### config.mk
export PLATFORM = sky130hd
export DESIGN_NAME = coin_return_dispenser
export DESIGN_NICKNAME = d
export VERILOG_FILES = /design/src/rtl/vending_machine_def.sv /design/src/rtl/coin_return_dispenser_coin_select.sv /design/src/rtl/coin_return_dispenser.sv
export SDC_FILE = /design/constraint.sdc
export NUM_CORES = 1
export LEC_CHECK = 0
export BUFFER_PORTS_ARGS = -buffer_cell sky130_fd_sc_hd__buf_2
export CORE_MARGIN = 1
export CORE_UTILIZATION = 40
export CTS_CLUSTER_DIAMETER = 30
export DETAILED_ROUTE_END_ITERATION = 8
export PLACE_DENSITY = 0.62
export SYNTH_ARGS = -nofsm -noshare
export SYNTH_HDL_FRONTEND = slang
export SYNTH_HIERARCHICAL = 1
export SYNTH_SLANG_ARGS = --single-unit
### constraint.sdc
create_clock -name clk -period 4.7 [get_ports clk]
set_input_delay 0.235 -clock clk [delete_from_list [all_inputs] [get_ports clk]]
set_output_delay 0.235 -clock clk [all_outputs]
set_load 0.02 [all_outputs]
### src/rtl/vending_machine_def.sv
// vending_machine_def: coin denominations, balance width and payout state encoding
// shared by the coin-return and change-calculation stages.
package vending_machine_def;

    localparam int kNumCoins = 3;
    localparam int kBalW     = 32;

    localparam logic [kBalW-1:0] kCoinValue0 = 100;
    localparam logic [kBalW-1:0] kCoinValue1 = 500;
    localparam logic [kBalW-1:0] kCoinValue2 = 1000;

    typedef enum logic [1:0] {
        IDLE     = 2'd0,
        LOAD     = 2'd1,
        DISPENSE = 2'd2,
        DONE     = 2'd3
    } pay_state_e;

    function automatic logic [kBalW-1:0] coin_value(input int idx);
        return (idx == 2) ? kCoinValue2 : (idx == 1) ? kCoinValue1 : kCoinValue0;
    endfunction

endpackage

### src/rtl/coin_return_dispenser_coin_select.sv
// coin_select: greedy largest-first pick of one available denomination that fits
// in the balance; value_o is zero when nothing qualifies so callers can subtract blindly.
module coin_select
    import vending_machine_def::*;
(
    input  logic [kBalW-1:0]     balance_i,
    input  logic [kNumCoins-1:0] avail_i,
    output logic [kNumCoins-1:0] coin_o,
    output logic [kBalW-1:0]     value_o,
    output logic                 none_o
);

    always_comb begin
        coin_o  = '0;
        value_o = '0;
        for (int i = 0; i < kNumCoins; i++) begin
            if (avail_i[i] && coin_value(i) <= balance_i) begin
                coin_o    = '0;
                coin_o[i] = 1'b1;
                value_o   = coin_value(i);
            end
        end
    end

    assign none_o = ~|coin_o;

endmodule

### src/rtl/coin_return_dispenser.sv
// coin_return_dispenser: latches the balance on a return request and pays it out one
// coin per cycle, then pulses o_done with whatever could not be returned.
module coin_return_dispenser
    import vending_machine_def::*;
(
    input  logic                 clk,
    input  logic                 reset_n,
    input  logic                 i_trigger_return,
    input  logic [31:0]          wait_time,
    input  logic [kBalW-1:0]     current_total,
    input  logic [kNumCoins-1:0] i_coin_avail,
    output logic [kNumCoins-1:0] o_return_coin,
    output logic                 o_busy,
    output logic                 o_done,
    output logic [kBalW-1:0]     o_residual
);

    pay_state_e           state_q;
    logic [kBalW-1:0]     balance_q;
    logic [kNumCoins-1:0] coin_q;
    logic                 busy_q;
    logic                 done_q;
    logic [kBalW-1:0]     residual_q;
    logic [31:0]          wait_prev_q;

    logic [kNumCoins-1:0] sel_coin;
    logic [kBalW-1:0]     sel_value;
    logic                 sel_none;
    logic                 timeout;
    logic                 start;

    coin_select u_coin_select (
        .balance_i (balance_q),
        .avail_i   (i_coin_avail),
        .coin_o    (sel_coin),
        .value_o   (sel_value),
        .none_o    (sel_none)
    );

    assign timeout = (wait_prev_q != '0) && (wait_time == '0);
    assign start   = (i_trigger_return || timeout) && (current_total != '0);

    // The first pick is made while in LOAD so the coin register shows it on entry to DISPENSE.
    always_ff @(posedge clk or negedge reset_n) begin
        if (!reset_n) begin
            state_q     <= IDLE;
            balance_q   <= '0;
            coin_q      <= '0;
            busy_q      <= 1'b0;
            done_q      <= 1'b0;
            residual_q  <= '0;
            wait_prev_q <= '0;
        end else begin
            wait_prev_q <= wait_time;
            coin_q      <= '0;
            done_q      <= 1'b0;
            residual_q  <= '0;
            case (state_q)
                IDLE: begin
                    if (start) begin
                        balance_q <= current_total;
                        busy_q    <= 1'b1;
                        state_q   <= LOAD;
                    end
                end
                LOAD: begin
                    coin_q    <= sel_coin;
                    balance_q <= balance_q - sel_value;
                    state_q   <= DISPENSE;
                end
                DISPENSE: begin
                    if (sel_none) begin
                        done_q     <= 1'b1;
                        residual_q <= balance_q;
                        state_q    <= DONE;
                    end else begin
                        coin_q    <= sel_coin;
                        balance_q <= balance_q - sel_value;
                    end
                end
                DONE: begin
                    busy_q  <= 1'b0;
                    state_q <= IDLE;
                end
                default: state_q <= IDLE;
            endcase
        end
    end

    assign o_return_coin = coin_q;
    assign o_busy        = busy_q;
    assign o_done        = done_q;
    assign o_residual    = residual_q;

endmodule

Word-level counts from Yosys, hierarchy flattened --
Cells that the tools add are included.
Storage, ports and cells: register bits after elaboration 103, bits of input ports 70, output and inout port bits 37, logic and storage cells 53
Operators by class: add/subtract/negate cells 1, magnitude comparators 3, equality and inequality tests 6, muxes and demuxes 20, reduce and logical (&&, ||, !) cells 16
Operators by type and width (number):
- 2-to-1 mux 32 bit | 4
- one-hot mux 32 bit (3 select lines) | 1
- nonzero test 32 bit | 2
- less-or-equal comparator 10 x 32 -> 1 bit, first input constant | 1
- less-or-equal comparator 7 x 32 -> 1 bit, first input constant | 1
- less-or-equal comparator 9 x 32 -> 1 bit, first input constant | 1
- logical NOT 32 bit | 1
- subtractor 32 bit | 1
- 2-to-1 mux 10 bit | 1
- 2-to-1 mux 9 bit | 1
- one-hot mux 2 bit (4 select lines) | 1
- 2-to-1 mux 7 bit | 1
- 2-to-1 mux 2 bit | 3
- 2-to-1 mux 3 bit | 2
- one-hot mux 3 bit (2 select lines) | 1
- logical AND 1 bit | 5
- == test 2 bit, second input constant | 2
- 2-to-1 mux 1 bit | 4
- != test 2 bit, second input constant | 2
- AND reduction 2 bit | 2
- AND reduction 3 bit | 1
- nonzero test 3 bit | 1
- OR reduction 3 bit | 1
- == test 2 x 1 -> 1 bit, second input constant | 1
- other kinds (5) | 5

Depth between registers and ports, before layout --
depth in word-level cells 8, depth in mapped cells 16, depth with buffers taken out 15

Hierarchy --
The synthesis kept the hierarchy.
Modules (own cells, without submodules):
- coin_return_dispenser | instances 1, cells each 558, area each 5532.8 µm², seq. area each 2577.5 µm²
- coin_select | instances 1, cells each 55, area each 459.2 µm², seq. area each 0.0 µm²

Worst setup path after synthesis --
No wires, ideal clock.
kind register to register, start point register balance_q[31], end point register balance_q[17], setup time 0.129 ns, arrival time 3.278 ns, data required time 4.571 ns, slack 1.293 ns, cell stages (with the launch flop) 16, path buffers 1, clock period less this slack 3.407 ns, path through dfrtp_1 nor4_4 nand4_2 o21a_2 nand3b_1 buf_4 inv_1 ha_1 a2111o_1 o21ai_1 a31oi_2 a31oi_1 o21ai_0 xor2_1 mux2i_1 o21ai_1
On the way: elaborated cells between the ends (all ways) 18, those cells by class 1 x add/sub; 3 x order compare; 1 x eq/ne; 8 x mux; 5 x reduce/logical
RTL lines:
- start: declaration | RTL line coin_return_dispenser.sv:19 | logic [kBalW-1:0] balance_q;
- start signal: assignment | RTL line coin_return_dispenser.sv:61 | balance_q <= current_total;
- start signal: assignment | RTL line coin_return_dispenser.sv:68 | balance_q <= balance_q - sel_value;
- start signal: assignment | RTL line coin_return_dispenser.sv:78 | balance_q <= balance_q - sel_value;
- less-or-equal comparator 10 x 32 -> 1 bit | RTL line coin_return_dispenser_coin_select.sv:17 | if (avail_i[i] && coin_value(i) <= balance_i) begin
- logical AND 1 bit | RTL line coin_return_dispenser_coin_select.sv:17
- 2-to-1 mux 3 bit | RTL line coin_return_dispenser_coin_select.sv:17
- named net sel_coin[2] | RTL line coin_return_dispenser.sv:26 | logic [kNumCoins-1:0] sel_coin;
- OR reduction 3 bit | RTL line coin_return_dispenser_coin_select.sv:25 | assign none_o = ~|coin_o;
- != test 2 x 1 -> 1 bit (no line)
- AND reduction 3 bit (no line)
The timed path passes the listed nets, and every way through them passes these cells. The select of a mux whose other input is x is not followed. A chain may end at the register's enable or synchronous reset.

Worst setup path in the final report --
start point register balance_q[29], end point register balance_q[26]
The elaborated chain is that of the path after synthesis.

==> metrics.md <==
| Metric | Value |
|---|---|
| Status | `finished clean` |
| TritonCTS clock tree | `done` |
| Antenna Diode Count | `0` |
| Reg clk slew, reported paths | `approximately 80 ps` |
| P&R area growth vs syn | `18.33%` |
| Sequential area share after synthesis | `0.4302` |
| Die Height | `124.4 um` |
| Yosys cell types | `70` |
| Total congestion overflow | `0` |
| CP required | `5000 ps` |
| Share of cells above drive strength 1 | `0.2036` |
| Final hold vios | `0` |
| CTS Root Cell | `clkbuf_16` |
| Crit end category | `flip-flop` |
| Die width | `124.4 um` |
| Peak VDD IR | `~0.26 mV` |
| FP Rows | `44` |
| Design area | `between 7000 and 8000 um^2` |
| Slew Viols, Final | `0` |
| CP max FO | `9` |
| Core Box Area | `between 10000 and 15000 um^2` |
| Routed Antenna Nets | `0` |
| Avg Cell Area, Syn | `~10 um^2` |
| Post-synth EDFFs | `0` |
| Max Cap Viol | `0` |
| Vias in the first global route | `4844` |
| Layer with the highest usage | `met2` |
| Register bit count reported by yosys | `between 100 and 150` |
| Dominant synthesized flop cell | `dfrtp_1` |
| Unrepaired setup endpoints after global routing | `false` |
| Util after Layout | `0.4860` |
| Starting Density | `0.4107` |
| IO buf count | `106` |
| Num CTS Buffers | `9` |
| CTS max path bufs | `2` |
| Register area | `about 2600 um^2` |
| Iter 0 DRT Violations | `about 300` |
| Area of the multi-input gates | `around 3000 um^2` |
| First-pass GRT wire length | `25020 um` |
| LEAKAGE | `between 3 and 4 nW` |
| Place WS | `around 720 ps` |
| Slew margin rel. | `0.2205` |
| Fill count | `1359` |
| Final #Nets | `~830` |
| Most common library cells after synthesis | `dfrtp_1, inv_1, nand2_1` |
| Dpl cell area | `6549 um^2` |
| Routed WL | `about 15000 um` |
| Setup CP Type | `flip-flop to flip-flop` |
| Crit start category | `flip-flop` |
| Yosys warning total | `6` |
| Critical path's slowest cell | `dfrtp_1` |
| Min Clock Period, post-route | `about 4000 ps` |
| Worst path arrival time | `4300 ps` |
| Skew-Pair Late Insertion Delay | `360 ps` |
| Clock skew | `approximately 14 ps` |
| Maximum clock frequency | `249.9 MHz` |
| Async S/R FF share, synth | `1.000` |
| Met1 Use GR | `0.2675` |
| Detailed Place HPWL | `about 11000 um` |
| Syn Std Cell Area | `5992 um^2` |
| CP max stage delay | `roughly 430 ps` |
| H-tree Lvls | `3` |
| Vias | `4818` |
| Final Cycle Share | `0.8513` |
| GRT Total Usage | `0.2042` |
| Pwr Density | `between 600 and 700 nW/um^2` |
| Routability Congestion | `0.8759` |
| Worst Slack Setup Final | `698.9 ps` |
| Met3 GRT Util | `0.03007` |
| Post-synth top area cell | `dfrtp_1` |
| Area share of the largest cell type after synthesis | `0.4302` |
| Clock Sinks | `103` |
| Final setup fails | `0` |
| Critical path cell sequence | `nor4_2 > nand4_2 > o21a_2 > a21oi_1 > inv_1 > ha_1 > nor2b_1 > o31a_1 > o2111ai_2 > nand4_1 > a41o_1 > a31oi_1 > xnor2_1 > mux2i_1 > o21ai_1` |
| Worst Hold Class | `primary input to flip-flop` |
| Routed WL per cell | `approximately 17 um` |
| Post-Synthesis Cells | `613` |
| Initial antenna violation count | `0` |
| Die area | `~15000 um^2` |
| Grt met2 use | `0.3390` |
| Most common cell in the netlist | `dfrtp_1` |
| Setup TNS | `0 ps` |
| Largest net degree at the start of global routing | `63` |
| Largest cells by area after synthesis | `dfrtp_1, ha_1, buf_4` |
| Top-level I/O count | `about 110` |
| DRT Pass-1 Iters | `4` |
| Residual DRC count | `0` |
| Worst slew pin tran | `approximately 1200 ps` |
| Routed vias/inst | `about 5.3` |
## sequential cells by signal (all words and copies together), names as in the netlist
signal,flops
state_q,2
o_return_coin,3
o_busy,1
o_residual,32
o_done,1
balance_q,32
wait_prev_q,32
## per-stage QoR
| stage | std cells | power [mW] | hold WS, ps |
|---|---|---|---|
| 2_1_floorplan | 636 | 3.106 | -60.59 |
| 3_3_place_gp | 877 | 3.639 | 342.1 |
| 3_5_place_dp | 877 | 3.669 | 357.8 |
| 4_1_cts | 916 | 4.452 | 1.546 |
| 5_1_grt | 916 | 4.785 | 0.2544 |
| 6_report | 916 | 4.437 | 13.70 |
## placed cells by master (no fill, tap or decap), types with 21 or more instances in the layout
| master | instances |
|---|---|
| buf_2 | 105 |
| dfrtp_1 | 103 |
| inv_1 | 44 |
| nand2_1 | 43 |
| ha_1 | 36 |
| o21ai_0 | 34 |
| and3_1 | 33 |
| a21oi_1 | 33 |
| nor2_1 | 24 |
| conb_1 | 24 |
| dlygate4sd3_1 | 23 |
| nor4_1 | 21 |
## what timing repair did
| action | in CTS | in global routing |
|---|---|---|
| setup buffers | 0 | 0 |
| hold buffers | 23 | 0 |
| endpoints found under the hold margin | 83 | 0 |
| gates resized for setup | 0 | 0 |
## final cells by class
class	instances	area share
Sequential cell	103	0.3635
Multi-Input combinational cell	436	0.4249
Tap cell	184	0.03247
Timing Repair Buffer	133	0.1119
Inverter	44	0.02329
Clock inverter	7	0.01218
Clock buffer	9	0.03176
## critical path, delay by kind of cell, from the launching register on
family	cells	cell delay (ps)
AO/OA/AOI/OAI	7	1830
XOR/XNOR	1	160
adder cells (fa/ha/maj)	1	320
buffers and inverters	1	60
flip-flops	1	430
multiplexers	1	100
AND/OR/NAND/NOR	4	1030
## layer usage
metal / wire length [um] / up-vias / part of all wire
li1: - / 2377 / -
met1: 7090 / 2310 / 0.47
met2: 7313 / 116 / 0.48
met3: 544 / 15 / 0.036
met4: 268 / 0 / 0.018
met5: 0 / - / 0
## report_power, final
| group | internal [mW] | leakage, nW | switching, mW | total, mW |
|---|---|---|---|---|
| sequential | 1.09 | 1.29 | 0.226 | 1.32 |
| combinational | 0.957 | 2.09 | 1.40 | 2.36 |
| clock | 0.380 | 0.150 | 0.377 | 0.757 |
## path summary, 6_finish.rpt
kind	startpoint	to	slack [ps]	cells past startpoint
hold / removal	wait_time[31]	wait_prev_q[31]	10	1
hold reg to reg	balance_q[0]	o_residual[0]	520	1
setup reg to reg	balance_q[29]	balance_q[26]	700	15
setup / recovery	balance_q[29]	balance_q[26]	700	15
min in group asynchronous	reset_n	o_residual[3]	490	2
max in group asynchronous	reset_n	balance_q[23]	3170	3
## cell families (layout without fill, tap and decap cells)
logic type	Yosys count	in the layout	share of synthesized area
AOI/OAI and AO/OA	149	149	0.1620
xor gates and xnor gates	27	27	0.03946
adders and majority gates	37	37	0.07851
buffers and inverters	97	193	0.08144
DFF	103	103	0.4302
muxes	17	17	0.02840
other	1	24	0.0006258
and+or+nand+nor	182	182	0.1794
Power figures use the tool's default switching activity.
